$ cat src/rtl/mux_sel_pipe.sv
// mux_sel_pipe
//   N-channel, W-bit registered selector with a valid/ready handshake on
//   every port. It acts as the operand/partial-product mux in the multiplier
//   datapath. One output register stage gives full throughput when there is
//   no back-pressure.
//
//   Selection modes:
//     rr_en = 0 : fixed mode. Channel `sel` is granted (sel >= NCH grants nothing).
//     rr_en = 1 : round-robin mode. The first valid channel at or after ptr wins.
//
// Ports
//   clk        rising-edge clock
//   rst_n      asynchronous active-low reset
//   in_data    NCH*WIDTH, channel i at [i*WIDTH +: WIDTH]
//   in_valid   per-channel valid
//   in_ready   per-channel ready (combinational)
//   sel        fixed-mode channel select
//   rr_en      1 = round-robin, 0 = fixed
//   out_data   registered selected data
//   out_valid  output register holds data
//   out_ready  downstream accepts
//   out_ch     channel index that out_data came from
module mux_sel_pipe #(
  parameter int WIDTH = 4,
  parameter int NCH   = 4,
  localparam int SELW = $clog2(NCH)
) (
  input  logic                 clk,
  input  logic                 rst_n,
  input  logic [NCH*WIDTH-1:0] in_data,
  input  logic [NCH-1:0]       in_valid,
  output logic [NCH-1:0]       in_ready,
  input  logic [SELW-1:0]      sel,
  input  logic                 rr_en,
  output logic [WIDTH-1:0]     out_data,
  output logic                 out_valid,
  input  logic                 out_ready,
  output logic [SELW-1:0]      out_ch
);

  typedef enum logic {EMPTY = 1'b0, FULL = 1'b1} state_t;

  // NCH expressed one bit wider than sel, so that sel >= NCH can be
  // detected when NCH is not a power of two.
  localparam logic [SELW:0] NCH_W = (SELW+1)'(NCH);

  state_t           state_q, state_d;
  logic [WIDTH-1:0] out_data_q, out_data_d;
  logic [SELW-1:0]  out_ch_q, out_ch_d;
  logic [SELW-1:0]  ptr_q, ptr_d;

  logic [NCH-1:0]   grant;
  logic [SELW-1:0]  g_idx;
  logic             g_any;
  logic [WIDTH-1:0] g_data;
  logic             can_load;
  logic             accept;

  // Grant selection. Round-robin scans ptr, ptr+1, ... with a wrap.
  // Because ptr is always < NCH, a single subtraction is enough to wrap.
  always_comb begin
    int idx;
    idx   = 0;
    grant = '0;
    g_idx = '0;
    g_any = 1'b0;
    if (rr_en) begin
      for (int k = 0; k < NCH; k++) begin
        idx = int'(ptr_q) + k;
        if (idx >= NCH) idx = idx - NCH;
        if (!g_any && in_valid[idx]) begin
          g_any = 1'b1;
          g_idx = SELW'(idx);
        end
      end
    end else if ({1'b0, sel} < NCH_W) begin
      g_any = 1'b1;
      g_idx = sel;
    end
    if (g_any) grant[g_idx] = 1'b1;
  end

  // The grant is one-hot, so an AND-OR mux is sufficient.
  always_comb begin
    g_data = '0;
    for (int i = 0; i < NCH; i++) begin
      if (grant[i]) g_data = g_data | in_data[i*WIDTH +: WIDTH];
    end
  end

  assign can_load = (state_q == EMPTY) | out_ready;
  // While reset is asserted no channel is offered a ready.
  assign in_ready = grant & {NCH{can_load & rst_n}};
  assign accept   = |(in_valid & in_ready);

  // Next-state and output-register logic.
  always_comb begin
    state_d    = state_q;
    out_data_d = out_data_q;
    out_ch_d   = out_ch_q;
    ptr_d      = ptr_q;
    if (accept) begin
      state_d    = FULL;
      out_data_d = g_data;
      out_ch_d   = g_idx;
      if (rr_en) begin
        ptr_d = (g_idx == SELW'(NCH - 1)) ? '0 : g_idx + 1'b1;
      end
    end else if ((state_q == FULL) && out_ready) begin
      state_d = EMPTY;
    end
  end

  always_ff @(posedge clk or negedge rst_n) begin
    if (!rst_n) begin
      state_q    <= EMPTY;
      out_data_q <= '0;
      out_ch_q   <= '0;
      ptr_q      <= '0;
    end else begin
      state_q    <= state_d;
      out_data_q <= out_data_d;
      out_ch_q   <= out_ch_d;
      ptr_q      <= ptr_d;
    end
  end

  assign out_valid = (state_q == FULL);
  assign out_data  = out_data_q;
  assign out_ch    = out_ch_q;

endmodule

$ cat config.mk
export PLATFORM = sky130hd
export DESIGN_NAME = mux_sel_pipe
export DESIGN_NICKNAME = d
export VERILOG_FILES = /design/src/rtl/mux_sel_pipe.sv
export SDC_FILE = /design/constraint.sdc
export NUM_CORES = 1
export LEC_CHECK = 0
export CORE_MARGIN = 2
export CORE_UTILIZATION = 40
export DETAILED_ROUTE_END_ITERATION = 16
export PLACE_DENSITY = 0.83
export SLEW_MARGIN = 20
export SYNTH_ARGS = -nofsm -noshare
export SYNTH_HDL_FRONTEND = slang
export SYNTH_SLANG_ARGS = --single-unit
$ cat constraint.sdc
create_clock -name clk -period 3.3 [get_ports clk]
set_input_delay 0.66 -clock clk [delete_from_list [all_inputs] [get_ports clk]]
set_output_delay 0.66 -clock clk [all_outputs]
set_load 0.01 [all_outputs]
-- Word-level counts from Yosys, hierarchy flattened
Index checks and enable logic that the tools add are counted.
- bits in registers: 9
- memory bits (writable): 0
- input port bits: 26
- bits in latches: 0
- word-level logic and storage cells: 85
- memory bits (read-only): 0
- memories: 0
- div/mod/pow operators: 0
- reduce and logical (&&, ||, !) cells: 11
- shifts and indexed selects: 0
- $mul: 0
- add/subtract/negate cells: 8
- order comparisons: 10
- equal/unequal tests: 1
- multiplexer cells: 43
- bitwise operators: 8
- operator list (cell ; count):
    $mux 32 ; 8
    $lt 32x4->1 const B ; 4
    $mux 4 ; 5
    $mux 1 ; 19
    $mux 2 ; 6
    $or 4x4->4 ; 3
    $sub 3x3->4 const B ; 3
    $ge 3x3->1 const B ; 3
    $and 4x4->4 ; 2
    $bmux 1 s2 ; 4
    $add 2x2->3 const B ; 2
    $logic_and 1x1->1 ; 5
    $reduce_or 4->1 ; 1
    $sub 2x3->4 const B ; 1
    $add 2x1->3 const B ; 1
    $ge 2x3->1 const B ; 1
    $logic_not 1->1 ; 3
    $lt 2x3->1 const B ; 1
    $add 2x1->2 const B ; 1
    $demux 1 s2 ; 1
    $eq 2x2->1 const B ; 1
    $ge 2x1->1 const B ; 1
    $reduce_and 2->1 ; 1
    $reduce_bool 2->1 ; 1
    3 further kinds ; 3

-- Depth between registers and ports, before layout
- depth in word-level cells: 32
- gate-level depth with buffers: 10

-- Least setup slack after synthesis
Ideal clock, no wire load.
- kind: input port to flip-flop
- start point: input port in_valid[0]
- end point: register out_ch_q[0] (netlist: out_ch[0])
- cell stages on the path: 7
- setup slack: 694 ps
- arrival time: 2481 ps
- library setup time: 125 ps
- buffers on the path: 0
- cell sequence: or3_1 > a31oi_2 > o32ai_2 > ha_1 > a22o_2 > o211ai_1 > mux2_2
- cells in the longest elaborated chain, start to end: 25
- ends and longest elaborated chain (element ; line ; source):
    start, declared ; 31 ; input logic [NCH-1:0] in_valid,
    $bmux 1 s2 ; 71 ; if (!g_any && in_valid[idx]) begin
    $mux 1 (implied by the code) (2 in series) ; 71 ;
    $mux 1 ; 71 ;
    $mux 1 ; 67 ; if (rr_en) begin
    $logic_not 1->1 ; 71 ;
    $logic_and 1x1->1 ; 71 ;
    $mux 1 ; 71 ;
    $mux 1 ; 67 ;
    [... 8 more ...] ; n/a ;
    named net g_idx[0] ; 53 ; logic [SELW-1:0] g_idx;
    $lt 2x3->1 (implied by the code) or $ge 2x1->1 (tied branches) ; 80 ; if (g_any) grant[g_idx] = 1'b1;
    $logic_and 1x1->1 (implied by the code) ; 80 ;
    $mux 1 (implied by the code) ; 80 ;
    $demux 1 s2 ; 80 ;
    $mux 4 ; 80 ;
    $and 4x4->4 ; 93 ; assign in_ready = grant & {NCH{can_load & rst_n}};
    $and 4x4->4 ; 94 ; assign accept = |(in_valid & in_ready);
    $reduce_or 4->1 ; 94 ;
    end signal, assigned ; 123 ; out_ch_q <= out_ch_d;
    end, declared ; 49 ; logic [SELW-1:0] out_ch_q, out_ch_d;
Mark *: on every way through the listed nets, which the timed path passes. The rest lies on a longest branch. The select of a mux whose other input is x is not followed.
A chain may end at the register's enable or synchronous reset.

-- Worst setup path in the final report
- start point: input port in_valid[2]
- end point: output port in_ready[2]
- cells in the longest elaborated chain, start to end: 23
- ends and longest elaborated chain (element ; line ; source):
    $bmux 1 s2 ; 71 ;
    $mux 1 (implied by the code) (2 in series) ; 71 ;
    $mux 1 ; 71 ;
    $mux 1 ; 67 ;
    $logic_not 1->1 ; 71 ;
    $logic_and 1x1->1 ; 71 ;
    $mux 1 ; 71 ;
    $mux 1 ; 67 ;
    [... 7 more ...] ; n/a ;
    $mux 2 (*) ; 67 ;
    named net g_idx[0] ; 53 ;
    $lt 2x3->1 (implied by the code) or $ge 2x1->1 (tied branches) ; 80 ;
    $logic_and 1x1->1 (implied by the code) ; 80 ;
    $mux 1 (implied by the code) ; 80 ;
    $demux 1 s2 (*) ; 80 ;
    $mux 4 (*) ; 80 ;
    $and 4x4->4 (*) ; 93 ;
    end, declared ; 32 ; output logic [NCH-1:0] in_ready,
Marks and branches as above.

==> results.toml <==
[logic_synthesis]
synth_top_flop_cell = "dfrtp_1"
synthCells = 73
post-synth-top-area-cell = "dfrtp_1"
syn_area_um2 = 673.1
ys_types = 26
synthAdderAreaFrac = 0.07435
netlist_top_cells_area = "dfrtp_1 (33%), ha_1 (7.4%), o31ai_1 (6.7%)"
ys_ff_latch = 9
synth-edff-count = 0
synth_top_family_by_area = "compound AO/OA/AOI/OAI gates"
yosysSeqAreaShare = 0.3346
synth_nets = 103
async_flop_share = 1.000
synth-xor-area-share = 0
synthMuxAreaShare = 0.03160
syn_avg_cell_area_um2 = 9.221
synth-simple-area-share = 0.2212
synth_most_common_cell = "dfrtp_1"
synth_top_area_frac = 0.3346
synth_compound_area_frac = 0.3030
yosys_warnings = 0
ys_top_cells_by_count = "dfrtp_1 (9), nand2_1 (8), o31ai_1 (6)"

[timing]
min_period_ns = 3.268
maxSlewHeadroom = 0.7514
tightest_slew_ns = 0.3707
finalSetupViolCount = 0
hold_viol_final = 0
period_share = 0.9903
skew_ns = 0.001303
fmax_ghz = 0.3060
drv_slew = 0

[route]
wire_per_inst_um = 16.25
vias = 826
vias_per_cell = 5.697
drt_first_pass_iters = 4
drt-initial-drc-count = 17
routed_wl_um = 2356
post-route-drc-count = 0
ant_nets = 0

[placed_design]
place_area_um2 = 1146
port_buffers = 36
gp_congestion = 0.8797
dp_hpwl_um = 1647

[clock_network]
cts-root-buf = "clkbuf_4"
htree_levels = 1
clk_pin_slew_ns = 0.06
numCtsBuffers = 3
cts_tree = "done"
clock-sinks = 9
cts_buffer_depth = 2
worstSkewPairLatency_ns = 0.27

[die]
initial_core_util = 0.4367
core_um2 = 1541
num_rows = 14
fp.dieArea_um2 = 2027
die_w_um = 45.02
io_pins = 37
fp.dieH_um = 45.02

[finish]
insertedDiodeCount = 0
nNetsFinal = 160
multi_input_area_um2 = 486.7
drive_gt1_frac = 0.2636
seqCellArea_um2 = 225.2
n_fill_cell = 96
final_area_um2 = 1265
area_growth_pct = 87.92

[global_routing]
grt_pass1_vias = 787
grt_pass1_wl_um = 3512
antenna_found_initial = 0
grt_max_degree = 11
grt_util_all_layers = 0.2446
overflow = 0

[setup_path]
cp.required_ns = 2.64
critPathMaxFanout = 4
max_stage_delay_ns = 0.44
cp_common_cell = "buf_4"
crit_path_cell_trace = "clkdlybuf4s50_1, buf_4, nand2b_4, a31oi_4, o32ai_4, buf_4, inv_1, ha_1, and3_1, dlygate4sd2_1"
slowest_stage = "clkdlybuf4s50_1"
start_kind = "input pin"
worst-path-buf-inv = 5
critPathTopFamily = "buffers and inverters"
crit_arrival_ns = 2.61
crit_type = "in2out"
end_kind = "output pin"

[pwr]
switching_share = 0.3723
total_power_uw = 714.5
clockPowerShare = 0.126
p_per_area_nw_per_um2 = 564.9
p_seq_frac = 0.284
switchingPower_uw = 266.0
vdd_drop_max_uv = 549.7
p_leak_uw = 0.0005976
p_int_uw = 448.5
pwr-share-comb = 0.590

[hold_path]
hp-class = "reg2reg"

[run]
maxCapViolations = 0

[status]
status = "completed"
power by group through the flow:
stage                     clock, µW  sequential (µW)  combinational [µW]
after floorplan                   0              208                 166
after global placement            0              194                 366
after detailed placement          0              196                 370
after CTS                      90.2              198                 389
after global routing           95.0              209                 455
final                          90.3              203                 421
path summary, 6_finish.rpt:
| path | cells past startpoint | slack (ns) | endpoint | startpoint |
|---|---|---|---|---|
| setup / recovery | 10 | 0.03 | in_ready[2] | in_valid[2] |
| hold / removal | 2 | 0.48 | out_data[0] | out_data[0] |
| setup reg to reg | 10 | 0.66 | out_ch[0] | ptr_q[0] |
| hold reg to reg | 2 | 0.48 | out_data[0] | out_data[0] |
| max in group asynchronous | 2 | 2.45 | out_ch[1] | rst_n |
| min in group asynchronous | 2 | 0.71 | out_valid | rst_n |
cells in the final DEF, fill, tap and decap left out, types with 2 or more instances in the layout:
| cell | instances |
|---|---|
| and3_1 | 4 |
| a221oi_1 | 4 |
| nand2_1 | 8 |
| ha_1 | 2 |
| o31ai_1 | 5 |
| dlygate4sd2_1 | 4 |
| dfrtp_1 | 9 |
| ha_2 | 2 |
| nand2b_1 | 3 |
| inv_1 | 5 |
| nand2b_4 | 2 |
| buf_4 | 17 |
| a22o_1 | 5 |
| dlymetal6s2s_1 | 2 |
| and2_1 | 3 |
| clkbuf_4 | 3 |
| clkdlybuf4s50_1 | 30 |
| a21oi_1 | 3 |
sequential cells by signal, summed over array words and instances (netlist names):
name / count
out_ch: 2
out_data: 4
out_valid: 1
ptr_q: 2
cells by family (layout without fill, tap and decap cells):
family                   count (synthesis)  after routing
AO/OA/AOI/OAI                           25             25
buffers and inverters                    6             62
AND/OR/NAND/NOR                         27             27
adder cells (fa/ha/maj)                  4              4
flip-flops                               9              9
multiplexers                             2              2
stage by stage:
| step | cells | setup slack, ns | setup TNS (ns) | hold WS (ns) | util |
|---|---|---|---|---|---|
| 2_1_floorplan | 73 | 0.6938 | 0 | 0.3644 | - |
| 3_3_place_gp | 137 | -0.1186 | -0.4208 | 0.4604 | 0.7435 |
| 3_5_place_dp | 137 | -0.1532 | -0.5469 | 0.4778 | 0.7435 |
| 4_1_cts | 144 | 0.04161 | 0 | 0.4916 | 0.7857 |
| 5_1_grt | 145 | -0.03420 | -0.06162 | 0.5050 | 0.8206 |
| 6_report | 145 | 0.03191 | 0 | 0.4849 | 0.8206 |
cell type report:
cell class,instances,share of cell area
Clock buffer,4,0.02077
Inverter,5,0.01484
Multi-Input combinational cell,58,0.3848
Sequential cell,9,0.1780
Tap cell,16,0.01583
Timing Repair Buffer,53,0.3858
what timing repair did:
| action | 4_1_cts | 5_1_grt |
|---|---|---|
| pin swaps | 4 | 1 |
| hold buffers | 0 | 0 |
| gates resized for setup | 9 | 8 |
| endpoints found under the setup margin | 4 | 4 |
| setup buffers | 3 | 1 |
routing by layer:
layer  share of wire  vias up  routed length (µm)  track usage
met2            0.51       39                1194       0.4114
li1                -      390                   -            -
met4           0.022        0                  52      0.07059
met3           0.082       10                 194      0.08800
met5               0        -                   0            0
met1            0.39      387                 915       0.2926
tightest hold or removal path: cells and delay by family (launching register included):
kind / cells / cell delay [ns]
flops: 1 / 0.34
compound gates: 1 / 0.06
simple gates: 1 / 0.05
Power figures use the tool's default switching activity.
